$ cat src/rtl/bp_fpga_host_pkg.sv
// Shared types for the FPGA host-side AXI blocks: FSM state encoding and
// AXI read-response codes.
package bp_fpga_host_pkg;

    typedef enum logic [1:0] {
        e_idle = 2'b00,
        e_ar   = 2'b01,
        e_r    = 2'b10
    } state_e;

    localparam logic [1:0] RRESP_OKAY   = 2'b00;
    localparam logic [1:0] RRESP_SLVERR = 2'b10;

    // Index of the winner for a one-hot two-way grant.
    function automatic logic grant_idx(input logic [1:0] grant_oh);
        return grant_oh[1];
    endfunction

endpackage

$ cat src/rtl/bp_fpga_rr_arb2.sv
// Two-input round-robin picker: combinational, the last-served pointer is
// owned by the caller.
module bp_fpga_rr_arb2 (
    input  logic [1:0] req,
    input  logic       last,
    output logic [1:0] grant
);

    always_comb begin
        grant = 2'b00;
        case (req)
            2'b01:   grant = 2'b01;
            2'b10:   grant = 2'b10;
            // On a tie the port that was not served last wins.
            2'b11:   grant = last ? 2'b01 : 2'b10;
            default: grant = 2'b00;
        endcase
    end

endmodule

$ cat src/rtl/bp_fpga_axi_read_mux.sv
// Two-to-one AXI4 read (AR/R) mux, one burst outstanding, round-robin grant.
// Optional R-ID checking is enabled with BP_FPGA_AXI_READ_MUX_RID_CHECK_EN.
module bp_fpga_axi_read_mux
    import bp_fpga_host_pkg::*;
#(
    parameter int AXI_ADDR_WIDTH = 64,
    parameter int AXI_DATA_WIDTH = 64,
    parameter int AXI_ID_WIDTH   = 4
) (
    input  logic                      aclk,
    input  logic                      aresetn,

    input  logic [AXI_ADDR_WIDTH-1:0] s0_axi_araddr,
    input  logic [AXI_ID_WIDTH-1:0]   s0_axi_arid,
    input  logic                      s0_axi_arlock,
    input  logic [3:0]                s0_axi_arcache,
    input  logic [2:0]                s0_axi_arprot,
    input  logic [7:0]                s0_axi_arlen,
    input  logic [2:0]                s0_axi_arsize,
    input  logic [1:0]                s0_axi_arburst,
    input  logic [3:0]                s0_axi_arqos,
    input  logic [3:0]                s0_axi_arregion,
    input  logic                      s0_axi_arvalid,
    output logic                      s0_axi_arready,
    output logic [AXI_DATA_WIDTH-1:0] s0_axi_rdata,
    output logic [AXI_ID_WIDTH-1:0]   s0_axi_rid,
    output logic                      s0_axi_rlast,
    output logic [1:0]                s0_axi_rresp,
    output logic                      s0_axi_rvalid,
    input  logic                      s0_axi_rready,

    input  logic [AXI_ADDR_WIDTH-1:0] s1_axi_araddr,
    input  logic [AXI_ID_WIDTH-1:0]   s1_axi_arid,
    input  logic                      s1_axi_arlock,
    input  logic [3:0]                s1_axi_arcache,
    input  logic [2:0]                s1_axi_arprot,
    input  logic [7:0]                s1_axi_arlen,
    input  logic [2:0]                s1_axi_arsize,
    input  logic [1:0]                s1_axi_arburst,
    input  logic [3:0]                s1_axi_arqos,
    input  logic [3:0]                s1_axi_arregion,
    input  logic                      s1_axi_arvalid,
    output logic                      s1_axi_arready,
    output logic [AXI_DATA_WIDTH-1:0] s1_axi_rdata,
    output logic [AXI_ID_WIDTH-1:0]   s1_axi_rid,
    output logic                      s1_axi_rlast,
    output logic [1:0]                s1_axi_rresp,
    output logic                      s1_axi_rvalid,
    input  logic                      s1_axi_rready,

    output logic [AXI_ADDR_WIDTH-1:0] m_axi_araddr,
    output logic [AXI_ID_WIDTH-1:0]   m_axi_arid,
    output logic                      m_axi_arlock,
    output logic [3:0]                m_axi_arcache,
    output logic [2:0]                m_axi_arprot,
    output logic [7:0]                m_axi_arlen,
    output logic [2:0]                m_axi_arsize,
    output logic [1:0]                m_axi_arburst,
    output logic [3:0]                m_axi_arqos,
    output logic [3:0]                m_axi_arregion,
    output logic                      m_axi_arvalid,
    input  logic                      m_axi_arready,
    input  logic [AXI_DATA_WIDTH-1:0] m_axi_rdata,
    input  logic [AXI_ID_WIDTH-1:0]   m_axi_rid,
    input  logic                      m_axi_rlast,
    input  logic [1:0]                m_axi_rresp,
    input  logic                      m_axi_rvalid,
    output logic                      m_axi_rready
);

    state_e     state_r;
    logic       grant_r;
    logic       last_r;

    logic [1:0] w_req;
    logic [1:0] w_grant;
    logic [1:0] w_arvalid;
    logic [1:0] w_rready;
    logic [1:0] w_arready;
    logic [1:0] w_rvalid;
    logic       w_in_ar;
    logic       w_in_r;
    logic       w_ar_hs;
    logic       w_r_hs;
    logic [1:0] w_rresp;

    assign w_req     = {s1_axi_arvalid, s0_axi_arvalid};
    assign w_arvalid = {s1_axi_arvalid, s0_axi_arvalid};
    assign w_rready  = {s1_axi_rready, s0_axi_rready};
    assign w_in_ar   = (state_r == e_ar);
    assign w_in_r    = (state_r == e_r);

    bp_fpga_rr_arb2 u_arb (
        .req   (w_req),
        .last  (last_r),
        .grant (w_grant)
    );

    // AR fields follow the registered grant; only arvalid is state-gated.
    always_comb begin
        m_axi_araddr   = grant_r ? s1_axi_araddr   : s0_axi_araddr;
        m_axi_arid     = grant_r ? s1_axi_arid     : s0_axi_arid;
        m_axi_arlock   = grant_r ? s1_axi_arlock   : s0_axi_arlock;
        m_axi_arcache  = grant_r ? s1_axi_arcache  : s0_axi_arcache;
        m_axi_arprot   = grant_r ? s1_axi_arprot   : s0_axi_arprot;
        m_axi_arlen    = grant_r ? s1_axi_arlen    : s0_axi_arlen;
        m_axi_arsize   = grant_r ? s1_axi_arsize   : s0_axi_arsize;
        m_axi_arburst  = grant_r ? s1_axi_arburst  : s0_axi_arburst;
        m_axi_arqos    = grant_r ? s1_axi_arqos    : s0_axi_arqos;
        m_axi_arregion = grant_r ? s1_axi_arregion : s0_axi_arregion;
    end

    assign m_axi_arvalid = w_in_ar && w_arvalid[grant_r];
    assign m_axi_rready  = w_in_r && w_rready[grant_r];
    assign w_ar_hs       = m_axi_arvalid && m_axi_arready;
    assign w_r_hs        = m_axi_rvalid && m_axi_rready;

    generate
        for (genvar gi = 0; gi < 2; gi++) begin : g_port
            assign w_arready[gi] = w_in_ar && (grant_r == 1'(gi)) && m_axi_arready;
            assign w_rvalid[gi]  = w_in_r  && (grant_r == 1'(gi)) && m_axi_rvalid;
        end
    endgenerate

    assign s0_axi_arready = w_arready[0];
    assign s1_axi_arready = w_arready[1];
    assign s0_axi_rvalid  = w_rvalid[0];
    assign s1_axi_rvalid  = w_rvalid[1];

    assign s0_axi_rdata = m_axi_rdata;
    assign s0_axi_rid   = m_axi_rid;
    assign s0_axi_rlast = m_axi_rlast;
    assign s0_axi_rresp = w_rresp;
    assign s1_axi_rdata = m_axi_rdata;
    assign s1_axi_rid   = m_axi_rid;
    assign s1_axi_rlast = m_axi_rlast;
    assign s1_axi_rresp = w_rresp;

    always_ff @(posedge aclk or negedge aresetn) begin
        if (!aresetn) begin
            state_r <= e_idle;
            grant_r <= 1'b0;
            last_r  <= 1'b1;
        end else begin
            case (state_r)
                e_idle: begin
                    if (|w_req) begin
                        grant_r <= grant_idx(w_grant);
                        state_r <= e_ar;
                    end
                end
                e_ar: begin
                    if (w_ar_hs) begin
                        state_r <= e_r;
                    end
                end
                e_r: begin
                    if (w_r_hs && m_axi_rlast) begin
                        last_r  <= grant_r;
                        state_r <= e_idle;
                    end
                end
                default: state_r <= e_idle;
            endcase
        end
    end

`ifdef BP_FPGA_AXI_READ_MUX_RID_CHECK_EN
    logic [AXI_ID_WIDTH-1:0] arid_r;
    logic                    rid_err_r;
    logic                    w_rid_mismatch;

    assign w_rid_mismatch = (m_axi_rid != arid_r);
    assign w_rresp        = w_rid_mismatch ? RRESP_SLVERR : m_axi_rresp;

    always_ff @(posedge aclk or negedge aresetn) begin
        if (!aresetn) begin
            arid_r    <= '0;
            rid_err_r <= 1'b0;
        end else begin
            if (w_in_ar && w_ar_hs) begin
                arid_r <= m_axi_arid;
            end
            if (w_r_hs && w_rid_mismatch) begin
                rid_err_r <= 1'b1;
`ifndef SYNTHESIS
                $error("bp_fpga_axi_read_mux: rid %0h does not match arid %0h", m_axi_rid, arid_r);
`endif
            end
        end
    end
`else
    assign w_rresp = m_axi_rresp;
`endif

endmodule
$ cat config.mk
export PLATFORM = sky130hd
export DESIGN_NAME = bp_fpga_axi_read_mux
export DESIGN_NICKNAME = d
export VERILOG_FILES = /design/src/rtl/bp_fpga_host_pkg.sv /design/src/rtl/bp_fpga_rr_arb2.sv /design/src/rtl/bp_fpga_axi_read_mux.sv
export SDC_FILE = /design/constraint.sdc
export NUM_CORES = 1
export LEC_CHECK = 0
export CAP_MARGIN = 0
export CORE_AREA = 2 2 200 202
export CTS_CLUSTER_SIZE = 20
export DETAILED_ROUTE_END_ITERATION = 8
export DIE_AREA = 0 0 202 204
export PLACE_DENSITY = 0.44
export SLEW_MARGIN = 20
export SYNTH_ARGS = -nofsm -noshare
export SYNTH_HDL_FRONTEND = slang
export SYNTH_HIERARCHICAL = 1
export SYNTH_SLANG_ARGS = --single-unit
$ cat constraint.sdc
create_clock -name aclk -period 1.8 [get_ports aclk]
set_clock_uncertainty 0.15 [all_clocks]
set_input_delay 0.45 -clock aclk [delete_from_list [all_inputs] [get_ports aclk]]
set_output_delay 0.45 -clock aclk [all_outputs]
set_load 0.005 [all_outputs]
==> key figures <==
Run status
  – Failing checks: setup timing
  – Status: finished with violations

Power and ir drop
  – Clk network pwr share: under 10%
  – Cell Int Power: about 4.2 mW
  – VDD IR max: 0.299 mV
  – Gate power share: between 90% and 100%
  – Leak: roughly 2.4 nW
  – Sequential share of power: around 3.4%
  – Total chip power: slightly above 6 mW
  – Net switching power: 1.97 mW
  – Sw Share: 32.2%
  – Power Density: roughly 1000 nW/um2

Die
  – Die W: between 200 and 250 um
  – Die footprint: 41200 um2
  – Io pins: approximately 520
  – Initial Utilization: 6.44%
  – Core area: roughly 39000 um2
  – Rows: 73
  – Chip height: 204 um

STA
  – Final setup vio count: ~110
  – Fin. Hold Viols: 0
  – Fmax achieved: 432 MHz
  – Max Slew Vio Count: 0
  – Post-route setup slack: -0.514 ns
  – Slew @ Worst Pin: ~0.21 ns
  – Min Hold Slack: 0.282 ns
  – RSZ-0062 raised after global routing: true
  – Post-Route Setup TNS: -36.31 ns
  – Final period utilization: 129%
  – Slew HR: 86.1%
  – Min Tclk post-route: 2.31 ns

Cells and area
  – Share of layout cells above drive strength 1: between 50% and 60%
  – Fin area: between 5000 and 6000 um2
  – Layout overhead on the synthesized area: 131%
  – # diodes: 0
  – Final std cells w/o fill: 1028
  – NumNets Final: 777

Critical path
  – Most used cell, CP: buf_6
  – CP Launch Type: register
  – Critical Path RT: 1.20 ns
  – Worst reg2reg startpoint: grant_r
  – Slowest-stage cell, CP: dfrtp_4
  – CP peak stage delay: 0.53 ns
  – Crit. End Element: output port
  – Crit path launch: grant_r
  – CP Class: register to output port
  – CP Cell Sequence: buf_12, buf_12, buf_6, buf_6, mux2_4, buf_6
  – R2r worst-path depth: 8
  – Worst reg-to-reg setup slack: -0.29 ns
  – WP data arrival: 1.71 ns
  – Worst-path fanout max: 5

Placed design
  – Dpl cells: 980
  – Placed Area: 5320 um2
  – Port-buffer cells: 307
  – Detail Placement HPWL: 11600 um
  – GPL Wtd Cong: about 0.67

Synth
  – Instance count of the mapped netlist: 278
  – Synth Net Count: around 550
  – Syn avg cell area: 9.08 um2
  – Synth warn: 6
  – Post-Syn Area: 2520 um2

Route
  – Iter 0 DRT Violations: 49
  – Via/cell ratio: 2.69
  – DR DRC count: 0
  – Via count: between 2000 and 3000
  – 1st-pass router iterations: 4
  – Number of nets still failing antenna checks after routing: 0
  – Average wire per standard cell: around 15 um
  – WL final: 14900 um

Clock tree
  – Total CTS buffers: 3
  – Clock buffer depth: 2
  – H-tree depth: 1
  – CTS tree: built
  – Worst-Skew Late Latency: 0.23 ns
  – Root Buffer: clkbuf_16
  – Sink Count: 4
  – Clock transition at the registers of the reported paths: 0.03 ns
  – # hold bufs at CTS: 0

Worst hold path
  – Tightest Hold Check Type: input port to async pin

Global routing
  – GRT Util Overall: 6.42%
  – Total gr overflow: 0
  – Vias in the first global route: 2854
  – Initial antenna violation count: 1
  – Pin count of the biggest net entering global routing: 13
  – First-pass GRT wire length: around 19000 um

Job
  – Max Cap Viol: 0
-- per-layer routing --
layer	GRT usage (%)	part of all wire, %	vias up
li1	-	-	1248
met5	0	0.087	-
met2	11.8	50	286
met4	1.94	3.0	2
met1	6.18	34	1187
met3	3.41	13	41
-- cell type report --
type,instances,area (um2)
Fill cell,4406,33300
Multi-Input combinational cell,118,1340
Tap cell,525,657
Clock buffer,4,78.8
Inverter,2,10.0
Timing Repair Buffer,375,3650
Sequential cell,4,105
-- power groups by stage --
stage                     sequential [mW]  combinational [mW]  clock, mW
after floorplan                     0.169                2.04          0
after global placement              0.188                4.24          0
after detailed placement            0.187                4.22          0
after CTS                           0.195                5.04      0.365
after global routing                0.223                5.94      0.376
final                               0.209                5.55      0.358
-- repair_timing --
| item | CTS | global route |
|---|---|---|
| endpoints found under the setup margin | 106 | 107 |
| pin swaps | 5 | 5 |
| gates cloned | 5 | 3 |
| setup buffers | 20 | 24 |
| gates resized for setup | 290 | 171 |
-- critical path, delay by kind of cell, from the launching register on --
family	cells	cell delay [ns]
mux	1	0.30
buf+inv	5	0.66
flops	1	0.53
-- metrics by stage --
| stage | util [%] | worst slack (ns) |
|---|---|---|
| 6_report | 14.9 | -0.514 |
| 5_1_grt | 14.9 | -0.567 |
| 2_1_floorplan | - | 0.158 |
| 4_1_cts | 14.3 | -0.652 |
| 3_5_place_dp | 13.6 | -0.584 |
| 3_3_place_gp | 13.6 | -0.606 |
-- cells in the final DEF, fill, tap and decap left out, drive strengths merged, types with 2 or more instances in the layout --
cell type and n:
inv 2, nor2 5, dfrtp 3, mux2 99, clkbuf 53, nor3 4, mux2i 2, nand2 2
buf 122, clkdlybuf4s15 2, clkdlybuf4s50 200
-- final timing paths --
path                                    endpoint
worst max-delay path            m_axi_araddr[63]
worst min-delay path                  state_r[1]
worst max register to register            last_r
worst min register to register        state_r[0]
max in group asynchronous                 last_r
min in group aclk                     state_r[0]
-- flip-flops by register name, summed over array words and instances (netlist names) --
name,flops
last_r,1
grant_r,1
state_r,2
Note: power is estimated with default switching activity, not from simulation.
==> patch, RTL diff (same flow settings) <==
The 3 states of `state_e` get a one-hot encoding in 3 bits.
--- a/src/rtl/bp_fpga_host_pkg.sv
+++ b/src/rtl/bp_fpga_host_pkg.sv
@@ -2,10 +2,10 @@
 // AXI read-response codes.
 package bp_fpga_host_pkg;
 
-    typedef enum logic [1:0] {
-        e_idle = 2'b00,
-        e_ar   = 2'b01,
-        e_r    = 2'b10
+    typedef enum logic [2:0] {
+        e_idle = 3'b001,
+        e_ar   = 3'b010,
+        e_r    = 3'b100
     } state_e;
 
     localparam logic [1:0] RRESP_OKAY   = 2'b00;
Function: same outputs for any inputs over 4 cycles, from zero or initial values and one cycle with aresetn low; so few cycles prove little.
==> patch against the unedited design <==
- the run still ends with setup timing left
- routed wire length fell by 11%
- setup slack improved by 95 ps
- synthesized cell count up 1.8%
- first-iteration DRC count rose by 12%
- final area grew 4.8%
- combinational power is 16% lower
- sequential cell count increased by 1
- power down 15%
- synthesized area rose by 11%
- hold slack improved by 25 ps
- critical endpoint is now m_axi_araddr[52]
- highest routed layer is now met4
==> patch: results (changes against the unedited design) <==
Power
  – Pwr Density: 854 nW/um^2 (-19%)
  – P_sw: 1.58 mW (-20%)
  – Combinational Power: 4.65 mW (-16%)
  – Static leakage: 2.48 nW (+5.4%)
  – Peak VDD IR: 0.000421 V (+41%)

Run status
  – Outcome: finished with violations
  – Failing checks: setup timing

Critical path
  – Worst Path Max Fanout: 7 (+2)
  – WP data arrival: 1620 ps (-90 ps)

GRT
  – Met1 usage: 0.0666 (+0.00484)
  – Met3 GRT Util: 0.0472 (+0.0131)
  – Met2 GRT Util: 0.0853 (-0.0326)
  – Global-route wire length before repair: 18000 um (-5.5%)
  – GRT Util Overall: 0.0583 (-0.00590)
  – Initial antenna violation count: 0 (-1)
  – Vias in the first global route: 2942 (+3.1%)
  – Largest net degree at the start of global routing: 12 (-1)

Placed design
  – GPL Wtd Cong: 0.699 (+3.7%)
  – Post-DP HPWL: 10300 um (-12%)
  – Setup WS pre-CTS: -560 ps (+24.2 ps)
  – Placement Cell Area: 5490 um^2 (+3.2%)
  – IO Port Bufs: 307 (unchanged)

Drt
  – Met1 Wirelength: 5050 um (-1.4%)
  – Via density: 2.70 (+0.26%)
  – Detailed Route WL: 13300 um (-11%)
  – Top layer in use: met4

Layout
  – Bufs w/o clock: 354 (-5.6%)
  – Top flop regs: state_r x3, grant_r x1, last_r x1
  – Non-clock buffering overhead: 0.607 (-0.0184)
  – Share of layout cells above drive strength 1: 0.542 (-0.0225)
  – # nets final: 761 (-2.1%)
  – Seq/total area: 0.0215 (+0.00347)
  – Fillers: 4395 (-0.25%)
  – Inverters: 1 (-1)
  – Multi-input combinational area share: 0.251 (+0.0218)
  – Clock Network Area Fraction: 0.0129 (-0.000619)

CTS
  – Post_cts resized: 489 (+69%)
  – # Post-CTS Setup Buffers: 17 (-15%)

STA
  – Setup WS post-layout: -419 ps (+95.4 ps)
  – Worst-margin pin slew: 270 ps (+65.3 ps)
  – Final setup violation count: 103 (-1.9%)
==> patch: path summary, 6_finish.rpt <==
check,end,slack (ps),start,depth (start not counted)
min in group aclk,last_r,380,last_r,2
setup / recovery,m_axi_araddr[52],-420,grant_r,5
hold / removal,grant_r,310,aresetn,1
setup reg to reg,state_r[2],20,grant_r,7
hold reg to reg,last_r,380,last_r,2
max in group asynchronous,state_r[0],930,aresetn,1
==> patch: metrics by stage <==
| stage | cells | utilization | setup TNS (ps) | hold slack, ps | power [mW] |
|---|---|---|---|---|---|
| after floorplan | 283 | - | 0 | 4.41 | 2.12 |
| after global placement | 979 | 0.140 | -45580 | 381 | 3.70 |
| after detailed placement | 979 | 0.140 | -45720 | 374 | 3.68 |
| after CTS | 1007 | 0.155 | -34280 | 316 | 5.24 |
| after global routing | 1012 | 0.156 | -36010 | 335 | 5.54 |
| final | 1012 | 0.156 | -32890 | 307 | 5.22 |
